## src/rtl/ram_loader.sv

```systemverilog
// Serial program loader: receives an 8N1 UART frame (SYNC, LEN_HI, LEN_LO, data words
// big-endian), writes the words into RAM from address 0 and holds the CPU in reset while loading.
module ram_loader #(
  parameter int          CLKS_PER_BIT = 104,
  parameter int          ADDR_WIDTH   = 12,
  parameter logic [7:0]  SYNC_BYTE    = 8'hA5
) (
  input  logic                  clk,
  input  logic                  reset,
  input  logic                  rx,
  input  logic                  load_en,
  output logic                  ram_w_en,
  output logic [ADDR_WIDTH-1:0] ram_addr,
  output logic [15:0]           ram_w_data,
  output logic                  cpu_hold,
  output logic                  busy,
  output logic                  done,
  output logic                  frame_err,
  output logic [ADDR_WIDTH:0]   word_count
);

  localparam int              CNT_W   = $clog2(CLKS_PER_BIT);
  localparam logic [CNT_W-1:0] HALF_M1 = CNT_W'(CLKS_PER_BIT / 2 - 1);
  localparam logic [CNT_W-1:0] FULL_M1 = CNT_W'(CLKS_PER_BIT - 1);
  localparam logic [16:0]      MAX_LEN = 17'(2 ** ADDR_WIDTH);

  localparam logic [1:0] RX_IDLE  = 2'd0;
  localparam logic [1:0] RX_START = 2'd1;
  localparam logic [1:0] RX_DATA  = 2'd2;
  localparam logic [1:0] RX_STOP  = 2'd3;

  localparam logic [3:0] ST_IDLE      = 4'd0;
  localparam logic [3:0] ST_WAIT_SYNC = 4'd1;
  localparam logic [3:0] ST_LEN_HI    = 4'd2;
  localparam logic [3:0] ST_LEN_LO    = 4'd3;
  localparam logic [3:0] ST_DATA_HI   = 4'd4;
  localparam logic [3:0] ST_DATA_LO   = 4'd5;
  localparam logic [3:0] ST_WRITE     = 4'd6;
  localparam logic [3:0] ST_DONE      = 4'd7;
  localparam logic [3:0] ST_ERROR     = 4'd8;

  logic             r_rx_meta, r_rx_sync, r_rx_prev;
  logic [1:0]       r_rx_state;
  logic [CNT_W-1:0] r_bit_cnt;
  logic [2:0]       r_bit_idx;
  logic [7:0]       r_shift;
  logic             r_byte_valid, r_byte_err;

  // Byte receiver. r_shift holds the last byte until the next byte's data bits arrive.
  // NOTE: sequential state uses non-blocking assignments so every flop sees pre-edge values.
  always_ff @(posedge clk or posedge reset) begin
    if (reset) begin
      r_rx_meta    <= 1'b1;
      r_rx_sync    <= 1'b1;
      r_rx_prev    <= 1'b1;
      r_rx_state   <= RX_IDLE;
      r_bit_cnt    <= '0;
      r_bit_idx    <= '0;
      r_shift      <= '0;
      r_byte_valid <= 1'b0;
      r_byte_err   <= 1'b0;
    end else begin
      r_rx_meta    <= rx;
      r_rx_sync    <= r_rx_meta;
      r_rx_prev    <= r_rx_sync;
      r_byte_valid <= 1'b0;
      r_byte_err   <= 1'b0;
      case (r_rx_state)
        RX_IDLE: begin
          if (r_rx_prev && !r_rx_sync) begin
            r_rx_state <= RX_START;
            r_bit_cnt  <= '0;
          end
        end
        RX_START: begin
          if (r_bit_cnt == HALF_M1) begin
            r_bit_cnt  <= '0;
            r_bit_idx  <= '0;
            r_rx_state <= r_rx_sync ? RX_IDLE : RX_DATA;
          end else begin
            r_bit_cnt <= r_bit_cnt + CNT_W'(1);
          end
        end
        RX_DATA: begin
          if (r_bit_cnt == FULL_M1) begin
            r_bit_cnt <= '0;
            r_shift   <= {r_rx_sync, r_shift[7:1]};
            r_bit_idx <= r_bit_idx + 3'd1;
            if (r_bit_idx == 3'd7) r_rx_state <= RX_STOP;
          end else begin
            r_bit_cnt <= r_bit_cnt + CNT_W'(1);
          end
        end
        default: begin
          if (r_bit_cnt == FULL_M1) begin
            r_bit_cnt    <= '0;
            r_rx_state   <= RX_IDLE;
            r_byte_valid <= r_rx_sync;
            r_byte_err   <= !r_rx_sync;
          end else begin
            r_bit_cnt <= r_bit_cnt + CNT_W'(1);
          end
        end
      endcase
    end
  end

  logic [3:0]            r_state;
  logic [7:0]            r_len_hi, r_data_hi;
  logic [ADDR_WIDTH:0]   r_len, r_word_count;
  logic [ADDR_WIDTH-1:0] r_ram_addr;
  logic [15:0]           r_ram_w_data;
  logic                  r_w_en, r_done, r_frame_err;
  logic [15:0]           w_len;
  logic                  w_len_ok;
  logic [ADDR_WIDTH:0]   w_next_count;

  assign w_len        = {r_len_hi, r_shift};
  assign w_len_ok     = (w_len != 16'd0) && ({1'b0, w_len} <= MAX_LEN);
  assign w_next_count = r_word_count + (ADDR_WIDTH+1)'(1);

  always_ff @(posedge clk or posedge reset) begin
    if (reset) begin
      r_state      <= ST_IDLE;
      r_len_hi     <= '0;
      r_data_hi    <= '0;
      r_len        <= '0;
      r_word_count <= '0;
      r_ram_addr   <= '0;
      r_ram_w_data <= '0;
      r_w_en       <= 1'b0;
      r_done       <= 1'b0;
      r_frame_err  <= 1'b0;
    end else begin
      r_w_en <= 1'b0;
      // The strobe is already out in WRITE, so the count follows it even if aborting now.
      if (r_state == ST_WRITE) r_word_count <= w_next_count;
      if (!load_en) begin
        r_state <= ST_IDLE;
      end else if (r_byte_err && (r_state inside {ST_LEN_HI, ST_LEN_LO, ST_DATA_HI, ST_DATA_LO})) begin
        r_state     <= ST_ERROR;
        r_frame_err <= 1'b1;
      end else begin
        case (r_state)
          ST_IDLE: r_state <= ST_WAIT_SYNC;
          ST_WAIT_SYNC: begin
            if (r_byte_valid && r_shift == SYNC_BYTE) begin
              r_state      <= ST_LEN_HI;
              r_word_count <= '0;
              r_done       <= 1'b0;
              r_frame_err  <= 1'b0;
            end
          end
          ST_LEN_HI: begin
            if (r_byte_valid) begin
              r_len_hi <= r_shift;
              r_state  <= ST_LEN_LO;
            end
          end
          ST_LEN_LO: begin
            if (r_byte_valid) begin
              if (w_len_ok) begin
                r_len   <= w_len[ADDR_WIDTH:0];
                r_state <= ST_DATA_HI;
              end else begin
                r_state     <= ST_ERROR;
                r_frame_err <= 1'b1;
              end
            end
          end
          ST_DATA_HI: begin
            if (r_byte_valid) begin
              r_data_hi <= r_shift;
              r_state   <= ST_DATA_LO;
            end
          end
          ST_DATA_LO: begin
            if (r_byte_valid) begin
              r_ram_w_data <= {r_data_hi, r_shift};
              r_ram_addr   <= r_word_count[ADDR_WIDTH-1:0];
              r_w_en       <= 1'b1;
              r_state      <= ST_WRITE;
            end
          end
          ST_WRITE: begin
            if (w_next_count == r_len) begin
              r_state <= ST_DONE;
              r_done  <= 1'b1;
            end else begin
              r_state <= ST_DATA_HI;
            end
          end
          ST_DONE:  r_state <= ST_DONE;
          default:  r_state <= ST_ERROR;
        endcase
      end
    end
  end

  assign ram_w_en   = r_w_en;
  assign ram_addr   = r_ram_addr;
  assign ram_w_data = r_ram_w_data;
  assign done       = r_done;
  assign frame_err  = r_frame_err;
  assign word_count = r_word_count;
  assign cpu_hold   = r_state inside {ST_LEN_HI, ST_LEN_LO, ST_DATA_HI, ST_DATA_LO, ST_WRITE, ST_ERROR};
  assign busy       = !(r_state inside {ST_IDLE, ST_DONE, ST_ERROR});

endmodule
```

## config.mk

```make
export PLATFORM = sky130hd
export DESIGN_NAME = ram_loader
export DESIGN_NICKNAME = d
export VERILOG_FILES = /design/src/rtl/ram_loader.sv
export SDC_FILE = /design/constraint.sdc
export NUM_CORES = 1
export LEC_CHECK = 0
export CAP_MARGIN = 5
export CORE_AREA = 2 2 122 124
export CTS_CLUSTER_DIAMETER = 40
export CTS_CLUSTER_SIZE = 16
export DETAILED_ROUTE_END_ITERATION = 16
export DIE_AREA = 0 0 124 126
export SETUP_SLACK_MARGIN = 0.4
export SLEW_MARGIN = 20
export SYNTH_ARGS = -nofsm -noshare
export SYNTH_HDL_FRONTEND = slang
export SYNTH_SLANG_ARGS = --single-unit
```

## constraint.sdc

```tcl
create_clock -name clk -period 3.98 [get_ports clk]
set_input_delay 1.194 -clock clk [delete_from_list [all_inputs] [get_ports clk]]
set_output_delay 1.194 -clock clk [all_outputs]
set_load 0.03 [all_outputs]
```

Word level (Yosys, flattened, before mapping)
Index checks and enable logic that the tools add are counted.
W data, S select, Z words.
{"block": "classes", "n_addsub": 3, "magnitude_cmp": 1, "eq_ne": 29, "n_mux": 44, "n_bitwise": 1, "reduce_logical": 27}
{"op": "$mux W13", "n": 5}
{"op": "$mux W4", "n": 8}
{"op": "$pmux W4 S8", "n": 1}
{"op": "$reduce_and A5 Y1", "n": 5}
{"op": "$mux W7", "n": 3}
{"op": "$ne A4 B4 Y1 const B", "n": 5}
{"op": "$eq A4 B3 Y1 const B", "n": 4}
{"op": "$le A16 B13 Y1 const B", "n": 1}
{"op": "$reduce_bool A16 Y1", "n": 1}
{"op": "$mux W2", "n": 7}
{"op": "$pmux W7 S2", "n": 1}
{"op": "$add A13 B1 Y13 const B", "n": 1}
{"op": "$eq A13 B13 Y1", "n": 1}
{"op": "$mux W1", "n": 13}
{"op": "$ne A2 B2 Y1 const B", "n": 6}
{"op": "$reduce_and A4 Y1", "n": 3}
{"op": "$ne A3 B3 Y1 const B", "n": 3}
{"op": "$reduce_bool A3 Y1", "n": 3}
{"op": "$eq A4 B2 Y1 const B", "n": 2}
{"op": "$eq A8 B8 Y1 const B", "n": 1}
{"op": "$add A7 B1 Y7 const B", "n": 1}
{"op": "$eq A7 B6 Y1 const B", "n": 1}
{"op": "$eq A7 B7 Y1 const B", "n": 1}
{"op": "$mux W3", "n": 2}
{"op": "other kinds (20)", "n": 26}
{"block": "word_totals", "regBits": 102}

Longest topological paths before layout
{"block": "depth", "ltp_word": 7, "ltp_mapped": 8, "ltp_nobuf": 6}

Worst setup path before layout
Ideal clock, no wire load.
{"block": "synth_timing", "path_kind": "in2reg", "start": "input load_en", "end": "register r_ram_addr[11], in the netlist ram_addr[11]", "setup_ps": 125, "t_arrival_ps": 2440, "t_required_ps": 3855, "path_slack_ps": 1416, "cell_stages": 6, "n_path_buf": 2, "path_cell_list": "o31a_1 nand3_1 nor3b_1 buf_2 buf_2 mux2_2"}
{"block": "synth_via", "elab_chain_cells": 1}
{"element": "from (decl)", "line": "11", "source": "input logic load_en,"}
{"element": "$reduce_and A4 Y1 (no line)"}
{"element": "to (signal assigned)", "line": "180", "source": "r_ram_addr <= r_word_count[ADDR_WIDTH-1:0];"}
{"element": "to (decl)", "line": "111", "source": "logic [ADDR_WIDTH-1:0] r_ram_addr;"}
Every way passes these cells.
A chain may end at the register's enable or synchronous reset.

Worst setup path after layout
{"block": "layout_timing", "start": "register r_state[1]", "end": "output cpu_hold"}
{"block": "layout_via", "elab_chain_cells": 2}
{"element": "from (decl)", "line": "108", "source": "logic [3:0] r_state;"}
{"element": "from (signal assigned)", "line": "124", "source": "r_state <= ST_IDLE;"}
{"element": "from (signal assigned)", "line": "139", "source": "r_state <= ST_IDLE;"}
{"element": "from (signal assigned)", "line": "141", "source": "r_state <= ST_ERROR;"}
{"element": "$eq A4 B2 Y1 (tied with other cells)", "line": "206", "source": "assign cpu_hold = r_state inside {ST_LEN_HI, ST_LEN_LO, ST_DATA_HI, ST_DATA_LO, ST_WRITE, ST_ERROR};"}
{"element": "$reduce_bool A6 Y1 (*)", "line": "206"}
{"element": "to (decl)", "line": "15", "source": "output logic cpu_hold,"}
Every way passes the cells marked *; elsewhere a longest branch is shown, timed or not.

==> flow_summary.ini <==
[pwr]
irDropWorstVdd_v = 0.0002322
p_leak_nw = 2.619
combPwrFrac_pct = 7.9
p_int_mw = 1.656
p_total_mw = 2.179
clock_power_share_pct = 40.1
power_density_nw_per_um2 = 370.0
power_frac_seq_pct = 52.0
p_sw_mw = 0.5230
sw_frac_of_total_pct = 24.00

[global_routing]
grt_max_degree = 56
grt_pass1_vias = 3287
grt.total_usage_pct = 13.53
grt_first_pass_wirelength_um = 16610
grt-ovfl-total = 0
antenna_found_initial = 0

[clock_network]
cts_tree = built
htree_levels = 3
numCtsBuffers = 9
cts_sinks = 102
clkLatencyLatePin_ns = 0.35
cts-root-buf = clkbuf_16
cts_resized = 0
clock_path_buffers = 2
hold_buffers = 0
clk_pin_slew_worst_paths_ns = 0.07
post-cts-setup-buffers = 0

[setup_path]
worstSetupPathType = reg2out
cp-end-kind = primary output
worstPathRequired_ns = 2.79
cp-start-kind = flip-flop
critPathMaxFanout = 15
worstPathArrival_ns = 2.19

[floorplan]
core_area_sq_um = 14310
start_util_pct = 34.43
die_height_um = 126
core.rowCount = 44
io_pins = 50
die_w_um = 124
die_area_sq_um = 15620

[route]
vias = 3358
first_iter_violations = 176
drt_pre_antenna_iters = 4
wl_um = 9595
antenna_left = 0
drc = 0
vias_per_cell = 5.142
wl_per_cell_um = 14.69

[synth]
synth.largest_area_cell = dfrtp_1
syn_avg_cell_area_sq_um = 11.62
synth_cell_types = 59
synthesis.nets = 432
yosysWarningCount = 0
synth_top_cells_by_count = 99 x dfrtp_1, 52 x mux2_2, 23 x nor2_1
synth.area.top_cells = dfrtp_1 50%, mux2_2 12%, mux2_4 3.0%, xnor2_1 2.8%, xor2_1 2.0%
synth_area_sq_um = 4928
synth_ff_type = dfrtp_1
synth.most_common_cell = dfrtp_1
synth_seq_cells = 102
syn-instance-count = 424
synth_edf_count = 0
ys_seq_area_share_pct = 51.87
synthArstFlopShare_pct = 100.0
synth_top_area_share_pct = 50.27

[layout]
fin_util_pct = 41.15
drive_above_1_share_pct = 20.26
fin_nets = 472
fin_cells = 653
syn_to_final_growth_pct = 19.50
n_antenna_cell = 0

[sta]
maxSlewViolCount = 0
tightest_slew_ns = 1.014
relSlewSlack_pct = 32.02
max_freq_ghz = 0.2955
setup_viol = 0
finalHoldViolCount = 0
fin_crit_ns = 3.384
worst_clock_skew_ns = 0.006786
rsz0062_at_grt = no
setup_tns_ns = 0
finalCritPeriodShare_pct = 85.02

[place]
io_buffers = 49
place.detailed.hpwl_um = 6817
place.gp.congestion = 0.8651
dp_cells = 637

[hold_path]
worstHoldPathType = reg2reg

[job]
maxCapViolCount = 0

[outcome]
status = completed
[flip-flops by register name, summed over array words and instances (netlist names), 3 cells and up]
register / count
r_state: 4
r_shift: 8
r_bit_idx: 3
r_len_hi: 8
r_data_hi: 8
ram_addr: 12
word_count: 13
ram_w_data: 16
r_bit_cnt: 7
r_len: 13
[logic make-up after synthesis]
family	synth area share, %
fa+ha+maj	1.016
xor+xnor	4.798
mux	16.83
buf+inv	3.351
flops	51.87
simple gates	12.47
compound gates	9.673
[power groups by stage]
stage / Sequential, mW / Clock (mW) / Combinational, mW
floorplan: 1.13 / 0 / 0.151
finish: 1.13 / 0.875 / 0.172
detailed placement: 1.15 / 0 / 0.174
global route: 1.14 / 0.951 / 0.203
global placement: 1.15 / 0 / 0.170
CTS: 1.13 / 0.905 / 0.175
[routing by layer]
layer  GRT usage, %  part of all wire, %
met5              0                    0
met4          3.701                  1.1
met3          4.529                  4.6
met2          20.69                   47
met1          18.39                   47
[final timing paths]
| path | start | to | slack (ns) | depth (start not counted) |
|---|---|---|---|---|
| worst min register to register | r_rx_meta | r_rx_sync | 0.36 | 0 |
| worst min-delay path | r_rx_meta | r_rx_sync | 0.36 | 0 |
| worst max register to register | r_shift[4] | r_len[9] | 1.18 | 5 |
| min in group asynchronous | reset | r_bit_idx[0] | 1.29 | 2 |
| max in group asynchronous | reset | r_len[8] | 2.00 | 3 |
| worst max-delay path | r_state[1] | cpu_hold | 0.60 | 3 |
[stage by stage]
stage | cell area [sq um] | setup WS (ns) | hold slack (ns)
after floorplan | 4932 | 1.416 | 0.3452
after global placement | 5590 | 0.8069 | 0.3465
after detailed placement | 5590 | 0.7411 | 0.3468
after CTS | 5889 | 0.5732 | 0.3568
after global routing | 5889 | 0.4639 | 0.3604
final | 5889 | 0.5961 | 0.3564
[worst max-delay path, stage by stage, from the launching register on]
cell	delay, ns
dfrtp_1	0.67
xnor2_1	0.24
o22ai_1	0.22
clkdlybuf4s50_1	0.71
[layout make-up]
cell class | count | area [sq um]
fill | 1395 | 8424
inverter | 13 | 52.55
timing repair buffer | 53 | 533.0
multi-input combinational | 285 | 2218
sequential | 102 | 2556
clock inverter | 5 | 56.30
tap | 184 | 230.2
clock buffer | 11 | 242.7
[placed cells by master, fill, tap and decap left out, drive strengths merged, types with 3 or more instances in the layout]
master | Yosys | layout
dfrtp | 99 | 99
mux2 | 65 | 65
clkdlybuf4s50 | 0 | 49
nor2 | 23 | 23
nand2 | 20 | 20
xnor2 | 16 | 16
nand3 | 16 | 16
o21ai | 15 | 15
inv | 13 | 13
xor2 | 11 | 11
clkbuf | 18 | 11
nand4 | 9 | 9
a21oi | 8 | 8
o31ai | 7 | 7
nor3 | 7 | 7
mux2i | 6 | 6
o22ai | 6 | 6
or4 | 6 | 6
or3 | 5 | 5
a31oi | 5 | 5
nand2b | 4 | 4
and3 | 4 | 4
ha | 4 | 4
and2 | 4 | 4
buf | 6 | 4
and4 | 3 | 3
nor4 | 3 | 3
o41ai | 3 | 3
a211oi | 3 | 3
dfstp | 3 | 3
nor3b | 3 | 3
Note: power is estimated with default switching activity, not from simulation.
